===== src/rtl/alu_op_issuer.sv =====
// Issue side of the ALU output-select interface: accepts an op, drives one select
// line for a fixed settle window, captures Result/notResult and returns it.
module alu_op_issuer #(
  parameter int SETTLE_CYCLES = 3
) (
  input  logic        CLK,
  input  logic        RST,
  input  logic        ReqValid,
  output logic        ReqReady,
  input  logic [2:0]  ReqOp,
  input  logic [15:0] ReqA,
  input  logic [15:0] ReqB,
  output logic [15:0] OperandA,
  output logic [15:0] OperandB,
  output logic        notPAs_ADD,
  output logic        notPAs_AND,
  output logic        PA_OR,
  output logic        PA_XOR,
  output logic        notPAs_RL,
  output logic        notPAs_RR,
  output logic        PA_RLD,
  output logic        PA_RRD,
  input  logic [15:0] Result,
  input  logic [15:0] notResult,
  output logic        RspValid,
  input  logic        RspReady,
  output logic [15:0] RspData,
  output logic        RspZero,
  output logic        RspError,
  output logic [1:0]  dbg_state
);

  if (SETTLE_CYCLES < 1 || SETTLE_CYCLES > 15) begin : g_bad_settle
    $error("SETTLE_CYCLES must be in 1..15");
  end

  typedef enum logic [1:0] {
    IDLE  = 2'd0,
    DRIVE = 2'd1,
    RESP  = 2'd2
  } state_t;

  // Select bus order {RRD,RLD,RR,RL,XOR,OR,AND,ADD}, stored at pin polarity so
  // the pins come straight off flops; the idle pattern is every line inactive.
  localparam logic [7:0] SEL_IDLE = 8'b0011_0011;
  localparam logic [3:0] CNT_LOAD = 4'(SETTLE_CYCLES - 1);

  state_t      state_q, state_d;
  logic [3:0]  cnt_q, cnt_d;
  logic [7:0]  sel_q, sel_d;
  logic        narrow_q, narrow_d;
  logic        ready_q, ready_d;
  logic [15:0] opa_q, opa_d;
  logic [15:0] opb_q, opb_d;
  logic        rsp_valid_q, rsp_valid_d;
  logic [15:0] rsp_data_q, rsp_data_d;
  logic        rsp_zero_q, rsp_zero_d;
  logic        rsp_err_q, rsp_err_d;

  // Handshakes: a request transfers on a CLK edge with ReqValid&ReqReady, a
  // response transfers on a CLK edge with RspValid&RspReady; both ready/valid
  // outputs are registered and never depend on the same-cycle input.
  logic accept, done, consume;
  logic [15:0] cap_data;

  assign accept   = (state_q == IDLE) && ReqValid;
  assign done     = (state_q == DRIVE) && (cnt_q == 4'd0);
  assign consume  = (state_q == RESP) && RspReady;
  assign cap_data = narrow_q ? {8'h00, Result[7:0]} : Result;

  always_ff @(posedge CLK or posedge RST) begin
    if (RST) begin
      state_q     <= IDLE;
      cnt_q       <= 4'd0;
      sel_q       <= SEL_IDLE;
      narrow_q    <= 1'b0;
      ready_q     <= 1'b1;
      opa_q       <= 16'h0000;
      opb_q       <= 16'h0000;
      rsp_valid_q <= 1'b0;
      rsp_data_q  <= 16'h0000;
      rsp_zero_q  <= 1'b0;
      rsp_err_q   <= 1'b0;
    end else begin
      state_q     <= state_d;
      cnt_q       <= cnt_d;
      sel_q       <= sel_d;
      narrow_q    <= narrow_d;
      ready_q     <= ready_d;
      opa_q       <= opa_d;
      opb_q       <= opb_d;
      rsp_valid_q <= rsp_valid_d;
      rsp_data_q  <= rsp_data_d;
      rsp_zero_q  <= rsp_zero_d;
      rsp_err_q   <= rsp_err_d;
    end
  end

  always_comb begin
    state_d = state_q;
    case (state_q)
      IDLE:    if (accept)  state_d = DRIVE;
      DRIVE:   if (done)    state_d = RESP;
      RESP:    if (consume) state_d = IDLE;
      default: state_d = IDLE;
    endcase
  end

  // Next values for every output register; applied by the register process.
  always_comb begin
    cnt_d       = cnt_q;
    sel_d       = sel_q;
    narrow_d    = narrow_q;
    opa_d       = opa_q;
    opb_d       = opb_q;
    rsp_valid_d = rsp_valid_q;
    rsp_data_d  = rsp_data_q;
    rsp_zero_d  = rsp_zero_q;
    rsp_err_d   = rsp_err_q;
    if (accept) begin
      opa_d    = ReqA;
      opb_d    = ReqB;
      cnt_d    = CNT_LOAD;
      sel_d    = SEL_IDLE ^ (8'b0000_0001 << ReqOp);
      narrow_d = (ReqOp >= 3'd1) && (ReqOp <= 3'd5);
    end
    if ((state_q == DRIVE) && (cnt_q != 4'd0)) begin
      cnt_d = cnt_q - 4'd1;
    end
    if (done) begin
      sel_d       = SEL_IDLE;
      rsp_valid_d = 1'b1;
      rsp_data_d  = cap_data;
      rsp_zero_d  = (cap_data == 16'h0000);
      rsp_err_d   = ((Result ^ notResult) != 16'hFFFF);
    end
    if (consume) begin
      rsp_valid_d = 1'b0;
    end
    ready_d = (state_d == IDLE);
  end

  assign ReqReady   = ready_q;
  assign OperandA   = opa_q;
  assign OperandB   = opb_q;
  assign notPAs_ADD = sel_q[0];
  assign notPAs_AND = sel_q[1];
  assign PA_OR      = sel_q[2];
  assign PA_XOR     = sel_q[3];
  assign notPAs_RL  = sel_q[4];
  assign notPAs_RR  = sel_q[5];
  assign PA_RLD     = sel_q[6];
  assign PA_RRD     = sel_q[7];
  assign RspValid   = rsp_valid_q;
  assign RspData    = rsp_data_q;
  assign RspZero    = rsp_zero_q;
  assign RspError   = rsp_err_q;
  assign dbg_state  = state_q;

endmodule

===== config.mk =====
export PLATFORM = sky130hd
export DESIGN_NAME = alu_op_issuer
export DESIGN_NICKNAME = d
export VERILOG_FILES = /design/src/rtl/alu_op_issuer.sv
export SDC_FILE = /design/constraint.sdc
export NUM_CORES = 1
export LEC_CHECK = 0
export BUFFER_PORTS_ARGS = -buffer_cell sky130_fd_sc_hd__buf_2
export CELL_PAD_IN_SITES_DETAIL_PLACEMENT = 2
export CELL_PAD_IN_SITES_GLOBAL_PLACEMENT = 2
export CORE_UTILIZATION = 26
export DETAILED_ROUTE_END_ITERATION = 8
export PLACE_DENSITY_LB_ADDON = 0.1
export SETUP_SLACK_MARGIN = 0.4
export SLEW_MARGIN = 20
export SYNTH_ARGS = -nofsm -noshare
export SYNTH_HDL_FRONTEND = slang
export SYNTH_SLANG_ARGS = --single-unit

===== constraint.sdc =====
create_clock -name CLK -period 2.7 [get_ports CLK]
set_input_delay 0.27 -clock CLK [delete_from_list [all_inputs] [get_ports CLK]]
set_output_delay 0.27 -clock CLK [all_outputs]
set_load 0.01 [all_outputs]

**After elaboration in Yosys (flattened, before gate mapping)**

Cells that the tools add are included.

- Flip-flop bits (word level): 67
- Output and inout port bits: 62
- Logic and storage cells: 44
- Bits of input ports: 71

- Add/subtract/negate cells: 1
- Equality and inequality tests: 3
- Bitwise logic cells: 2
- Multiplexer cells: 11
- Reductions and logical operators: 13
- Magnitude comparators: 2
- Shifts and indexed selects: 1

Operators by type and width:

| kind | count |
|---|---|
| $logic_not A16 Y1 | 1 |
| $mux W16 | 1 |
| $mux W8 | 2 |
| $ne A16 B16 Y1 const B | 1 |
| $xor A16 B16 Y16 | 1 |
| $mux W4 | 2 |
| $shl A1 B3 Y8 const A | 1 |
| $mux W2 | 3 |
| $pmux W2 S3 | 1 |
| $reduce_bool A2 Y1 | 3 |
| $logic_and A1 B1 Y1 | 5 |
| $logic_not A2 Y1 | 2 |
| $logic_not A4 Y1 | 1 |
| $not A4 Y4 | 1 |
| $reduce_bool A4 Y1 | 1 |
| $sub A4 B1 Y4 const B | 1 |
| $ge A3 B1 Y1 const B | 1 |
| $le A3 B3 Y1 const B | 1 |
| $eq A2 B1 Y1 const B | 1 |
| $eq A2 B2 Y1 const B | 1 |
| $mux W1 | 2 |

**Depth between registers and ports, before layout**

- Depth in word-level cells: 5
- Mapped depth: 6
- Mapped depth without buffers: 6

**Worst setup path after synthesis**

OpenSTA, ideal clock, no wires.

- Path type: reg-to-reg
- Start: register state_q[0], in the netlist dbg_state[0]
- End: register sel_q[2]
- Path buffers: 1
- Setup slack: 1.113 ns
- Library setup time: 0.078 ns
- Period minus slack after synthesis: 1.587 ns
- Required time: 2.622 ns
- Arrival: 1.508 ns
- Cell stages (with the launch flop): 5
- Cell sequence: dfrtp_1 -> or3b_1 -> clkbuf_1 -> or4b_1 -> a21oi_1

- Longest elaborated chain between the ends: 3
- Elaborated cells on any way between the ends: 6
- Those cells by class: eq/ne (1); mux (1); reduce/logical (4)

RTL lines:

| what | line | text |
|---|---|---|
| start, declared | 48 | `state_t state_q, state_d;` |
| start signal, assigned | 85 | `state_q <= state_d;` |
| $eq A2 B1 Y1 / $logic_not A2 Y1 (equally long branches) | 67, 66 |  |
| $logic_and A1 B1 Y1 (on tied branches) | 67, 66 |  |
| $mux W8 / $reduce_bool A2 Y1 (equally long branches) | - |  |
| end signal, assigned | 87 | `sel_q <= sel_d;` |
| end, declared | 50 | `logic [7:0] sel_q, sel_d;` |

Parallel ways exist; a longest one is shown, timed or not.
A chain may end at the register's enable or synchronous reset.

**Worst setup path in the final report**

Ends and elaborated chain as after synthesis.

==> impl_metrics.tcl <==
set metrics [dict create \
    multi_input_area_sq_um 1120 \
    rsz0062_at_grt "false" \
    syn-instance-count 314 \
    p_clk_share_pct 19.1 \
    fin_crit_sh_pct 67.5 \
    path_cells "or3b_1 -> or4b_1 -> a21oi_1" \
    overflow 0 \
    synth_area_sq_um 2860 \
    status "complete, no violations" \
    synth_compound_area_share_pct 5.38 \
    pre_cts_ws_ns 0.879 \
    fmaxAchievable_ghz 0.549 \
    p_int_w 0.00259 \
    nNetsFinal 521 \
    fin_worst_skew_ns 0.0108 \
    synth_area_leaders "dfrtp_1, nand2_1, xor2_1, dfstp_2, o21ai_0" \
    critPathSlowestCell "or3b_1" \
    ys.flop_type "dfrtp_1" \
    synth-edff-count 0 \
    area_growth_pct 35.9 \
    synth_async_sr_flop_share_pct 100 \
    p_seq_share_pct 40.3 \
    htree_levels 3 \
    yosysTopAreaCellShare_pct 54.2 \
    relSlewSlack_pct 48.9 \
    drt_iter0_drc 35 \
    clkTransAtPathRegs_ns 0.08 \
    dieWidth_microns 107 \
    slowest_delay_ns 0.63 \
    finalSetupTns_ns 0 \
    setup_ws_ns 0.878 \
    dr_total_vias 2652 \
    critPathKind "register to register" \
    crit_fanout 16 \
    antenna_cells 0 \
    cts-resized-gates 0 \
    min_path_type "input port to async pin" \
    leakage_nw 2.10 \
    maxCapViolations 0 \
    synth-xor-area-share_pct 5.20 \
    synth.most_common_cell "nand2_1" \
    synthDistinctLibCells 29 \
    port_buffers 132 \
    ys_ff_latch 67 \
    crit_family "simple AND/OR/NAND/NOR gates" \
    clock_sinks 67 \
    wirelength_mm 8.75 \
    core_area_sq_um 10500 \
    yosysSeqAreaShare_pct 58.8 \
    filler_cell_count 1213 \
    tightest_slew_ns 0.764 \
    cp.arrival_ns 2.09 \
    cts_root_buf "clkbuf_8" \
    swShare_pct 40.1 \
    synth_top_family_by_area "simple AND/OR/NAND/NOR gates" \
    cts_buffers 9 \
    synth_simple_gate_area_share_pct 27.4 \
    gp_congestion 0.751 \
    synth_fa_ha_area_share_pct 0.875 \
    grt_pass1_vias 2941 \
    antenna_found_initial 0 \
    powerDensity_nw_per_um2 1110 \
    post_cts_buffers 0 \
    busiest_layer "met2" \
    p_sw_w 0.00173 \
    ir_drop_uv 382 \
    groute.usage.overall_pct 16.5 \
    hpwl_mm 6.62 \
    ant_nets 0 \
    seqCellArea_sq_um 1680 \
    use_met1_pct 20.0 \
    drive_gt1_share_pct 35.5 \
    startpoint_type "register" \
    ys_warn_count 0 \
    clock_latency_ns 0.34 \
    cts_tree "yes" \
    rows 37 \
    path_buf_inv 0 \
    grtUsageMet3_pct 4.62 \
    dieHeight_microns 107 \
    wl_per_cell_microns 14.9 \
    setup_violations 0 \
    start_util_pct 27.2 \
    combPwrFrac_pct 40.6 \
    first_pass_iters 3 \
    grt_pass1_wl_mm 14.5 \
    ys_top_cells_by_count "nand2_1, dfrtp_1, o21ai_0" \
    final_hold_viol_count 0 \
    critPathRequiredTime_ns 2.97 \
    final-max-slew-violation-count 0 \
    grt_max_degree 41 \
    num_io_pins 133 \
    synth.avg_cell_area_sq_um 9.11 \
    holdBufCountCts 0 \
    met2_usage_pct 27.1 \
    yosys.area.top_type "dfrtp_1" \
    drc 0 \
    endpoint_kind "register" \
    synth_nets 387 \
    period_minus_slack_ns 1.82 \
    synth_mux_area_share_pct 0 \
    fp.dieArea_sq_um 11400 \
    clockBufferDepth 2 \
    viasPerCell 4.50 \
]
worst reg2reg max path: cells and delay by family, from the launching register on:
kind / cells / cell delay [ns]
AND/OR/NAND/NOR: 2 / 1.18
flip-flops: 1 / 0.42
AO/OA/AOI/OAI: 1 / 0.15
routing by layer:
metal | part of all wire [%] | up-vias
li1 | - | 1278
met1 | 44 | 1274
met2 | 47 | 87
met3 | 7.3 | 13
met4 | 1.8 | 0
met5 | 0 | -
state kept, by name, indices dropped and copies added, names as in the netlist, 2 cells and up:
| signal | cells |
|---|---|
| OperandB | 16 |
| cnt_q | 4 |
| sel_q | 8 |
| RspData | 16 |
| dbg_state | 2 |
| OperandA | 16 |
kinds of logic after synthesis:
family                   Yosys count
adder cells (fa/ha/maj)            2
flip-flops                        67
buffers and inverters             18
AND/OR/NAND/NOR                  182
XOR/XNOR                          17
AO/OA/AOI/OAI                     28
final timing paths:
path	startpoint	cells after the start	to	slack (ns)
setup / recovery	dbg_state[0]	3	sel_q[2]	0.88
hold / removal	RST	2	OperandB[3]	0.01
setup reg to reg	dbg_state[0]	3	sel_q[2]	0.88
hold reg to reg	OperandB[1]	2	OperandB[1]	0.47
max in group asynchronous	RST	3	ReqReady	1.98
min in group CLK	ReqA[15]	3	OperandA[15]	0.12
power groups by stage:
stage / Sequential, W / Combinational (W) / Clock, W
6_report: 0.00174 / 0.00175 / 0.000827
5_1_grt: 0.00181 / 0.00201 / 0.000900
4_1_cts: 0.00176 / 0.00181 / 0.000867
3_5_place_dp: 0.00177 / 0.00180 / 0
3_3_place_gp: 0.00175 / 0.00174 / 0
2_1_floorplan: 0.00194 / 0.000806 / 0
area by class of cell:
type / count / share of cell area (%)
inverters: 4 / 0.386
well taps: 136 / 4.38
flip-flops and latches: 67 / 43.3
repair buffers: 137 / 18.3
clock buffers: 9 / 3.19
clock inverters: 7 / 1.77
multi-input cells: 229 / 28.7
stage by stage:
step	total power, W	hold WS [ns]	cell area, sq um	instances	utilization [%]
floorplan	0.00274	0.375	2860	314	-
CTS	0.00444	0.0178	3890	589	37.0
global placement	0.00349	0.404	3690	573	35.2
finish	0.00432	0.0120	3890	589	37.0
detailed placement	0.00357	0.400	3690	573	35.2
global route	0.00472	0.0393	3890	589	37.0
cell usage in the layout (no fill, tap or decap), types with 2 or more instances in the layout:
cell type	instances
a21oi_1	5
buf_2	132
buf_4	4
clkbuf_8	9
clkinv_2	3
clkinvlp_4	2
dfrtp_1	62
dfstp_2	5
ha_1	2
inv_1	3
nand2_1	139
nand2b_1	10
nand3_1	4
nand4_1	5
nand4b_1	2
nor2_1	7
nor3_1	3
nor4_1	4
o21ai_0	19
xor2_1	17
(Power assumes the default switching activity.)
